==> src/rtl/ex_muldiv_unit_if.sv <==
// rtl/ex_muldiv_unit_if.sv - ID/EX-side handshake and result bundle for the M-extension unit
interface ex_muldiv_unit_if;
  logic        start;
  logic [2:0]  funct3;
  logic [31:0] op_a;
  logic [31:0] op_b;
  logic        flush;
  logic        stall;
  logic        busy;
  logic        done;
  logic [31:0] result;

  modport master (
    output start, funct3, op_a, op_b, flush,
    input  stall, busy, done, result
  );

  modport slave (
    input  start, funct3, op_a, op_b, flush,
    output stall, busy, done, result
  );
endinterface

==> src/rtl/ex_muldiv_unit.sv <==
// rtl/ex_muldiv_unit.sv - Iterative RV32M multiply/divide unit for the execute stage
module ex_muldiv_unit (
  input  logic            clk,
  input  logic            reset,
  ex_muldiv_unit_if.slave bus
);

  typedef enum logic [1:0] {
    S_IDLE = 2'd0,
    S_BUSY = 2'd1,
    S_DONE = 2'd2
  } state_t;

  state_t      r_state;
  state_t      w_state_nxt;

  logic [2:0]  r_funct3;
  logic        r_neg_a;
  logic        r_neg_b;
  logic [31:0] r_mag_a;
  logic [31:0] r_mag_b;
  logic [63:0] r_acc;
  logic [4:0]  r_count;
  logic [31:0] r_result;

  logic        w_is_div;
  logic        w_a_signed;
  logic        w_b_signed;
  logic        w_neg_a;
  logic        w_neg_b;
  logic [31:0] w_mag_a;
  logic [31:0] w_mag_b;
  logic        w_div_zero;
  logic        w_div_ovf;
  logic        w_special;
  logic [31:0] w_special_val;
  logic        w_accept;
  logic        w_iterate;

  logic [32:0] w_mul_sum;
  logic [32:0] w_rem_sh;
  logic [32:0] w_diff;
  logic [63:0] w_acc_step;
  logic [63:0] w_prod;
  logic [31:0] w_quot;
  logic [31:0] w_rem;
  logic [31:0] w_final;

  logic        w_load_result;
  logic [31:0] w_result_nxt;

  assign w_is_div   = bus.funct3[2];
  assign w_a_signed = (bus.funct3 == 3'b001) || (bus.funct3 == 3'b010) ||
                      (bus.funct3 == 3'b100) || (bus.funct3 == 3'b110);
  assign w_b_signed = (bus.funct3 == 3'b001) || (bus.funct3 == 3'b100) ||
                      (bus.funct3 == 3'b110);
  assign w_neg_a    = w_a_signed & bus.op_a[31];
  assign w_neg_b    = w_b_signed & bus.op_b[31];
  assign w_mag_a    = w_neg_a ? (32'd0 - bus.op_a) : bus.op_a;
  assign w_mag_b    = w_neg_b ? (32'd0 - bus.op_b) : bus.op_b;

  assign w_div_zero = w_is_div && (bus.op_b == 32'd0);
  assign w_div_ovf  = ((bus.funct3 == 3'b100) || (bus.funct3 == 3'b110)) &&
                      (bus.op_a == 32'h8000_0000) && (bus.op_b == 32'hFFFF_FFFF);
  assign w_special  = w_div_zero || w_div_ovf;

  always_comb begin
    w_special_val = 32'd0;
    if (w_div_zero) begin
      w_special_val = bus.funct3[1] ? bus.op_a : 32'hFFFF_FFFF;
    end else if (w_div_ovf) begin
      w_special_val = bus.funct3[1] ? 32'd0 : 32'h8000_0000;
    end
  end

  assign w_accept  = (r_state == S_IDLE) && bus.start && !bus.flush;
  assign w_iterate = (r_state == S_BUSY) && !bus.flush;

  // Multiply: acc = {partial_hi, multiplier}; add multiplicand on lsb then shift right.
  assign w_mul_sum = {1'b0, r_acc[63:32]} + (r_acc[0] ? {1'b0, r_mag_a} : 33'd0);

  // Divide: acc = {remainder, dividend->quotient}; shift left, trial subtract.
  assign w_rem_sh  = {r_acc[63:32], r_acc[31]};
  assign w_diff    = w_rem_sh - {1'b0, r_mag_b};

  always_comb begin
    w_acc_step = r_acc;
    if (r_funct3[2]) begin
      if (w_diff[32]) begin
        w_acc_step = {w_rem_sh[31:0], r_acc[30:0], 1'b0};
      end else begin
        w_acc_step = {w_diff[31:0], r_acc[30:0], 1'b1};
      end
    end else begin
      w_acc_step = {w_mul_sum, r_acc[31:1]};
    end
  end

  assign w_prod = (r_neg_a ^ r_neg_b) ? (64'd0 - w_acc_step) : w_acc_step;
  assign w_quot = (r_neg_a ^ r_neg_b) ? (32'd0 - w_acc_step[31:0]) : w_acc_step[31:0];
  assign w_rem  = r_neg_a ? (32'd0 - w_acc_step[63:32]) : w_acc_step[63:32];

  always_comb begin
    w_final = 32'd0;
    if (!r_funct3[2]) begin
      w_final = (r_funct3[1:0] == 2'b00) ? w_prod[31:0] : w_prod[63:32];
    end else begin
      w_final = r_funct3[1] ? w_rem : w_quot;
    end
  end

  always_comb begin
    w_state_nxt   = r_state;
    w_load_result = 1'b0;
    w_result_nxt  = r_result;
    case (r_state)
      S_IDLE: begin
        if (!bus.flush && bus.start) begin
          if (w_special) begin
            w_state_nxt   = S_DONE;
            w_load_result = 1'b1;
            w_result_nxt  = w_special_val;
          end else begin
            w_state_nxt = S_BUSY;
          end
        end
      end
      S_BUSY: begin
        if (bus.flush) begin
          w_state_nxt = S_IDLE;
        end else if (r_count == 5'd31) begin
          w_state_nxt   = S_DONE;
          w_load_result = 1'b1;
          w_result_nxt  = w_final;
        end
      end
      S_DONE: begin
        w_state_nxt = S_IDLE;
      end
      default: begin
        w_state_nxt = S_IDLE;
      end
    endcase
  end

  always_ff @(posedge clk or posedge reset) begin
    if (reset) begin
      r_state <= S_IDLE;
    end else begin
      r_state <= w_state_nxt;
    end
  end

  always_ff @(posedge clk or posedge reset) begin
    if (reset) begin
      r_funct3 <= 3'd0;
      r_neg_a  <= 1'b0;
      r_neg_b  <= 1'b0;
      r_mag_a  <= 32'd0;
      r_mag_b  <= 32'd0;
      r_acc    <= 64'd0;
      r_count  <= 5'd0;
      r_result <= 32'd0;
    end else begin
      if (w_accept) begin
        r_funct3 <= bus.funct3;
        r_neg_a  <= w_neg_a;
        r_neg_b  <= w_neg_b;
        r_mag_a  <= w_mag_a;
        r_mag_b  <= w_mag_b;
        r_acc    <= {32'd0, (w_is_div ? w_mag_a : w_mag_b)};
        r_count  <= 5'd0;
      end else if (w_iterate) begin
        r_acc   <= w_acc_step;
        r_count <= r_count + 5'd1;
      end
      if (w_load_result) begin
        r_result <= w_result_nxt;
      end
    end
  end

  assign bus.stall  = bus.start && (r_state != S_DONE);
  assign bus.busy   = (r_state == S_BUSY);
  assign bus.done   = (r_state == S_DONE) && !bus.flush;
  assign bus.result = r_result;

endmodule

==> src/flat_wrapper.sv <==
// flat-port wrapper written by rule: the top's interface ports become plain ports
module ex_muldiv_unit_flat 
  (clk, reset, bus_start, bus_funct3, bus_op_a, bus_op_b, bus_flush, bus_stall, bus_busy, bus_done, bus_result);
  ex_muldiv_unit_if bus_i ();
  input  logic clk;
  input  logic reset;
  input wire logic [$bits(bus_i.start)-1:0] bus_start;
  input wire logic [$bits(bus_i.funct3)-1:0] bus_funct3;
  input wire logic [$bits(bus_i.op_a)-1:0] bus_op_a;
  input wire logic [$bits(bus_i.op_b)-1:0] bus_op_b;
  input wire logic [$bits(bus_i.flush)-1:0] bus_flush;
  output wire logic [$bits(bus_i.stall)-1:0] bus_stall;
  output wire logic [$bits(bus_i.busy)-1:0] bus_busy;
  output wire logic [$bits(bus_i.done)-1:0] bus_done;
  output wire logic [$bits(bus_i.result)-1:0] bus_result;
  assign bus_i.start = bus_start;
  assign bus_i.funct3 = bus_funct3;
  assign bus_i.op_a = bus_op_a;
  assign bus_i.op_b = bus_op_b;
  assign bus_i.flush = bus_flush;
  assign bus_stall = bus_i.stall;
  assign bus_busy = bus_i.busy;
  assign bus_done = bus_i.done;
  assign bus_result = bus_i.result;
  ex_muldiv_unit u_core (.clk(clk), .reset(reset), .bus(bus_i));
endmodule
==> config.mk <==
export PLATFORM = sky130hd
export DESIGN_NAME = ex_muldiv_unit_flat
export DESIGN_NICKNAME = d
export VERILOG_FILES = /design/src/rtl/ex_muldiv_unit_if.sv /design/src/rtl/ex_muldiv_unit.sv /design/src/flat_wrapper.sv
export SDC_FILE = /design/constraint.sdc
export NUM_CORES = 1
export LEC_CHECK = 0
export CORE_ASPECT_RATIO = 0.9
export CORE_MARGIN = 4
export CORE_UTILIZATION = 25
export DETAILED_ROUTE_END_ITERATION = 16
export PLACE_DENSITY = 0.39
export SYNTH_ARGS = -nofsm -noshare
export SYNTH_HDL_FRONTEND = slang
export SYNTH_SLANG_ARGS = --single-unit
==> constraint.sdc <==
create_clock -name clk -period 14.3 [get_ports clk]
set_clock_uncertainty 0.05 [all_clocks]
set_input_delay 4.29 -clock clk [delete_from_list [all_inputs] [get_ports clk]]
set_output_delay 4.29 -clock clk [all_outputs]
set_load 0.02 [all_outputs]
Word-level counts from Yosys, hierarchy flattened
Cells that the tools add are included.

cells by class
  $add $sub $neg = 8
  multipliers = 0
  div/mod/pow operators = 0
  magnitude comparators = 0
  equal/unequal tests = 15
  shifts and indexed selects = 0
  muxes and demuxes = 35
  bitwise gates (word level) = 3
  reduce and logical (&&, ||, !) cells = 24

operators with widths
  cell                                                  number
  two-way mux 32 bit                                    17
  two-way mux 64 bit                                    5
  subtractor 1 x 32 -> 32 bit (first input constant)    4
  equality test 32 bit (second input constant)          2
  one-hot mux 32 bit (2 select lines)                   1
  subtractor 1 x 64 -> 64 bit (first input constant)    1
  adder 32 x 33 -> 33 bit                               1
  subtractor 33 x 32 -> 33 bit                          1
  zero test 32 bit                                      1
  two-way mux 5 bit                                     2
  logical AND 1 bit                                     9
  two-way mux 2 bit                                     4
  logical OR 1 bit                                      7
  equality test 3 bit (second input constant)           2
  != test 2 bit (second input constant)                 3
  AND reduction 6 bit                                   1
  adder 5 x 1 -> 5 bit (second input constant)          1
  equality test 5 bit (second input constant)           1
  zero test 2 bit                                       2
  two-way mux 1 bit                                     4
  != test 2 x 1 -> 1 bit (second input constant)        2
  one-hot mux 2 bit (2 select lines)                    1
  nonzero test 2 bit                                    2
  equality test 3 x 1 -> 1 bit (second input constant)  1
  other kinds (9)                                       10

word-level totals
  flip-flop bits (word level) = 172
  latch bits = 0
  bits in writable memories = 0
  bits in read-only memories = 0
  output and inout port bits = 35
  logic and storage cells = 94
  memories = 0

Logic depth before layout (Yosys ltp)
  word-level depth = 10
  gate-level depth with buffers = 26

Worst setup path after synthesis
OpenSTA, ideal clock, no wires.

  path kind = input to output
  start point = input port bus_flush
  end point = output port bus_done
  arrival time = 4.583 ns
  data required time = 9.960 ns
  slack = 5.377 ns
  stages = 1
  buffers on the path = 0
  cells stage by stage = nor2_1

between the ends
  word-level cells in the longest chain between the ends = 2

RTL lines
  element            line                   source
  start, declared    flat_wrapper.sv:11     input wire logic [$bits(bus_i.flush)-1:0] bus_flush;
  zero test 1 bit    ex_muldiv_unit.sv:185  assign bus.done = (r_state == S_DONE) && !bus.flush;
  logical AND 1 bit  ex_muldiv_unit.sv:185
  end, declared      flat_wrapper.sv:14     output wire logic [$bits(bus_i.done)-1:0] bus_done;

Every way passes these cells.

Worst setup path after layout
Same ends and word-level chain as after synthesis.

==> flow_metrics.py <==
metrics = {
    "timing": {
        "fin_crit_ns": 9.93,
        "period_share": 0.695,
        "hold_viol_final": 0,
        "holdWs_ns": 0.425,
        "fmax_ghz": 0.101,
        "tns_ns": 0,
        "worstMarginPinSlew_ns": 1.17,
        "finalSetupViolCount": 0,
        "slew_viol_final": 0,
        "setup_slack_ns": 4.37,
        "rsz0062_at_grt": "no",
        "slew_headroom": 0.214,
    },
    "critical_path": {
        "worstPathMaxFanout": 6,
        "path_common_cell": "clkdlybuf4s50_1",
        "crit_type": "in2out",
        "path_cells": "clkdlybuf4s50_1, nor2_1, clkdlybuf4s50_1",
        "crit_buf_inv": 2,
        "startpoint_type": "input pin",
        "r2r_setup_slack_ns": 7.07,
        "cp_top_family": "buffers and inverters",
        "crit_path_end_kind": "primary output",
        "r2r_start": "u_core.r_acc[31]$_DFFE_PP0P_",
        "cp.arrival_ns": 5.59,
        "required_ns": 9.96,
        "cp_slowest_stage_delay_ns": 0.61,
        "slowest_stage": "clkdlybuf4s50_1",
        "critPathLaunch": "bus_flush",
    },
    "placement": {
        "port_buffers": 105,
        "placed_area_um2": 19300,
        "gp_congestion": 0.954,
        "place_inst": 3208,
        "dp_slack_ns": 4.36,
        "dp_hpwl_um": 69700,
    },
    "power": {
        "power_density_nw_per_um2": 195,
        "finalPower_mw": 3.88,
        "p_leak_nw": 7.74,
        "vdd_drop_max_mv": 0.0915,
        "p_sw_frac": 0.561,
        "p_clk_frac": 0.136,
        "pwr-share-comb": 0.679,
        "p_int_mw": 1.71,
        "pwr-share-seq": 0.185,
        "power.net_switching_mw": 2.18,
    },
    "logic_synthesis": {
        "netlist_instances": 2278,
        "yosys_warnings": 0,
        "syn_avg_cell_area_um2": 7.62,
        "synthDistinctLibCells": 102,
        "synth_top_area_cell": "dfrtp_1",
        "synthTopCellsByArea": "dfrtp_1 25%, o21ai_0 7.0%, nand2_1 6.1%",
        "syn_nets": 2422,
        "ys_ff_latch": 172,
        "synth_ff_type": "dfrtp_1",
        "synth_commonest_cells": "282 x nand2_1, 242 x o21ai_0, 179 x nor2_1",
        "ys_async_sr_fraction": 1.00,
        "synth_edf_count": 0,
        "synthDominantCellAreaShare": 0.248,
        "yosysMostFrequentCell": "nand2_1",
        "ys_seq_area_frac": 0.248,
        "synth_area_um2": 17400,
    },
    "die": {
        "rows": 91,
        "die_w_um": 286,
        "fp.dieH_um": 258,
        "dieArea_um2": 73700,
        "core_area_um2": 68700,
        "initial_core_util": 0.253,
        "ioPinCount": 106,
    },
    "hold_path": {
        "min_path_type": "reg2reg",
        "min_from": "u_core.r_mag_a[8]$_DFFE_PP0P_",
    },
    "layout": {
        "fill_cells": 7358,
        "stdcell_area_um2": 19900,
        "instances_no_fill": 3242,
        "nNetsFinal": 2441,
        "final_core_utilization": 0.290,
        "drive_gt1_frac": 0.0671,
        "areaGrowthSynthToFinish_pct": 14.9,
    },
    "grt": {
        "grt_use_total": 0.236,
        "antenna_found_initial": 7,
        "first_global_vias": 17200,
        "grt_overflow_total": 0,
        "grt_pass1_wl_um": 127000,
        "grt_max_degree": 112,
    },
    "drt": {
        "drc_errors": 0,
        "wl_per_cell_um": 27.3,
        "wl_um": 88500,
        "vias": 18400,
        "dr.pass1.iters": 6,
        "via_per_inst": 5.67,
        "drt_iter0_drc": 2060,
        "antenna_left": 0,
    },
    "clock_network": {
        "clock_sinks": 172,
        "ctsResizeCount": 0,
        "tritoncts": "built",
        "clk-insertion-delay-late_ns": 0.51,
        "path_clk_slew_ns": 0.08,
        "cts_htree_levels": 4,
        "holdBufCountCts": 0,
        "cts_buffer_depth": 2,
        "postCtsSetupBuffers": 0,
        "cts-buffers-inserted": 17,
        "cts.root.buffer_cell": "clkbuf_16",
    },
    "job": {
        "drv_cap": 0,
    },
    "run_status": {
        "outcome": "finished, final reports clean",
    },
}
[layer usage]
metal,track usage,part of all wire,vias to the layer above
met5,0,0.00030,-
met4,0.0778,0.033,4
met3,0.0504,0.076,109
met2,0.345,0.42,797
met1,0.342,0.47,9063
li1,-,-,8397
[final timing paths]
kind,end,cells past startpoint
worst min register to register,u_core.r_mag_a[8]$_DFFE_PP0P_,2
max in group asynchronous,u_core.bus.result[16]$_DFFE_PP0P_,3
worst max-delay path,bus_done,3
min in group asynchronous,u_core.r_mag_b[3]$_DFFE_PP0P_,2
worst min-delay path,u_core.r_mag_a[8]$_DFFE_PP0P_,2
worst max register to register,u_core.bus.result[30]$_DFFE_PP0P_,22
[state kept, by name, indices dropped and copies added, names as in the netlist]
name / cells
u_core.r_count: 5
u_core.r_neg_a: 1
u_core.r_funct3: 3
u_core.bus.result: 32
u_core.r_mag_a: 32
u_core.r_neg_b: 1
u_core.r_acc: 64
u_core.r_state: 2
u_core.r_mag_b: 32
[cell families (layout without fill, tap and decap cells)]
logic type	count (synthesis)	after routing	share of synthesized area
AO/OA/AOI/OAI	759	759	0.283
adder cells (fa/ha/maj)	73	73	0.0535
other	0	2	0
multiplexers	90	90	0.0545
XOR/XNOR	175	175	0.0883
flip-flops	172	172	0.248
AND/OR/NAND/NOR	803	803	0.224
buffers and inverters	206	238	0.0489
[power groups by stage]
stage	clock network (mW)	registers [mW]	logic [mW]
finish	0.529	0.717	2.64
global route	0.562	0.731	2.84
CTS	0.545	0.716	2.61
detailed placement	0	0.725	2.60
global placement	0	0.722	2.59
floorplan	0	0.666	1.73
[cell usage in the layout (no fill, tap or decap), drive strengths merged, types with 13 or more instances in the layout]
| cell | netlist | routed |
|---|---|---|
| nand4 | 30 | 30 |
| or3 | 24 | 24 |
| nor3 | 64 | 64 |
| clkdlybuf4s50 | 0 | 104 |
| nor4 | 20 | 20 |
| buf | 36 | 34 |
| nor2 | 180 | 180 |
| dfrtp | 172 | 172 |
| and2 | 53 | 53 |
| a22o | 21 | 21 |
| mux2 | 36 | 36 |
| ha | 71 | 71 |
| nand2b | 22 | 22 |
| a21oi | 171 | 171 |
| inv | 66 | 74 |
| and3 | 17 | 17 |
| xor2 | 79 | 79 |
| clkbuf | 102 | 17 |
| o21ai | 249 | 249 |
| xnor2 | 96 | 96 |
| nand2 | 283 | 283 |
| o31ai | 21 | 21 |
| o211ai | 62 | 62 |
| a31oi | 42 | 42 |
| a21o | 24 | 24 |
| nand3 | 42 | 42 |
| o21a | 13 | 13 |
| a211oi | 35 | 35 |
| mux2i | 54 | 54 |
[worst min-delay path, cell delays in order (launching register included)]
cell and delay (ns):
dfrtp_1 0.34, nand2_1 0.04, o21ai_0 0.06
[layout make-up]
cell class	instances	area, µm²	share of cell area
diodes	2	5.00	0.000251
flip-flops and latches	172	4310	0.216
repair buffers	138	1310	0.0655
clock inverters	15	215	0.0108
clock buffers	17	425	0.0213
inverters	68	263	0.0132
multi-input cells	1900	12300	0.615
well taps	930	1160	0.0584
Note: power is estimated with default switching activity, not from simulation.
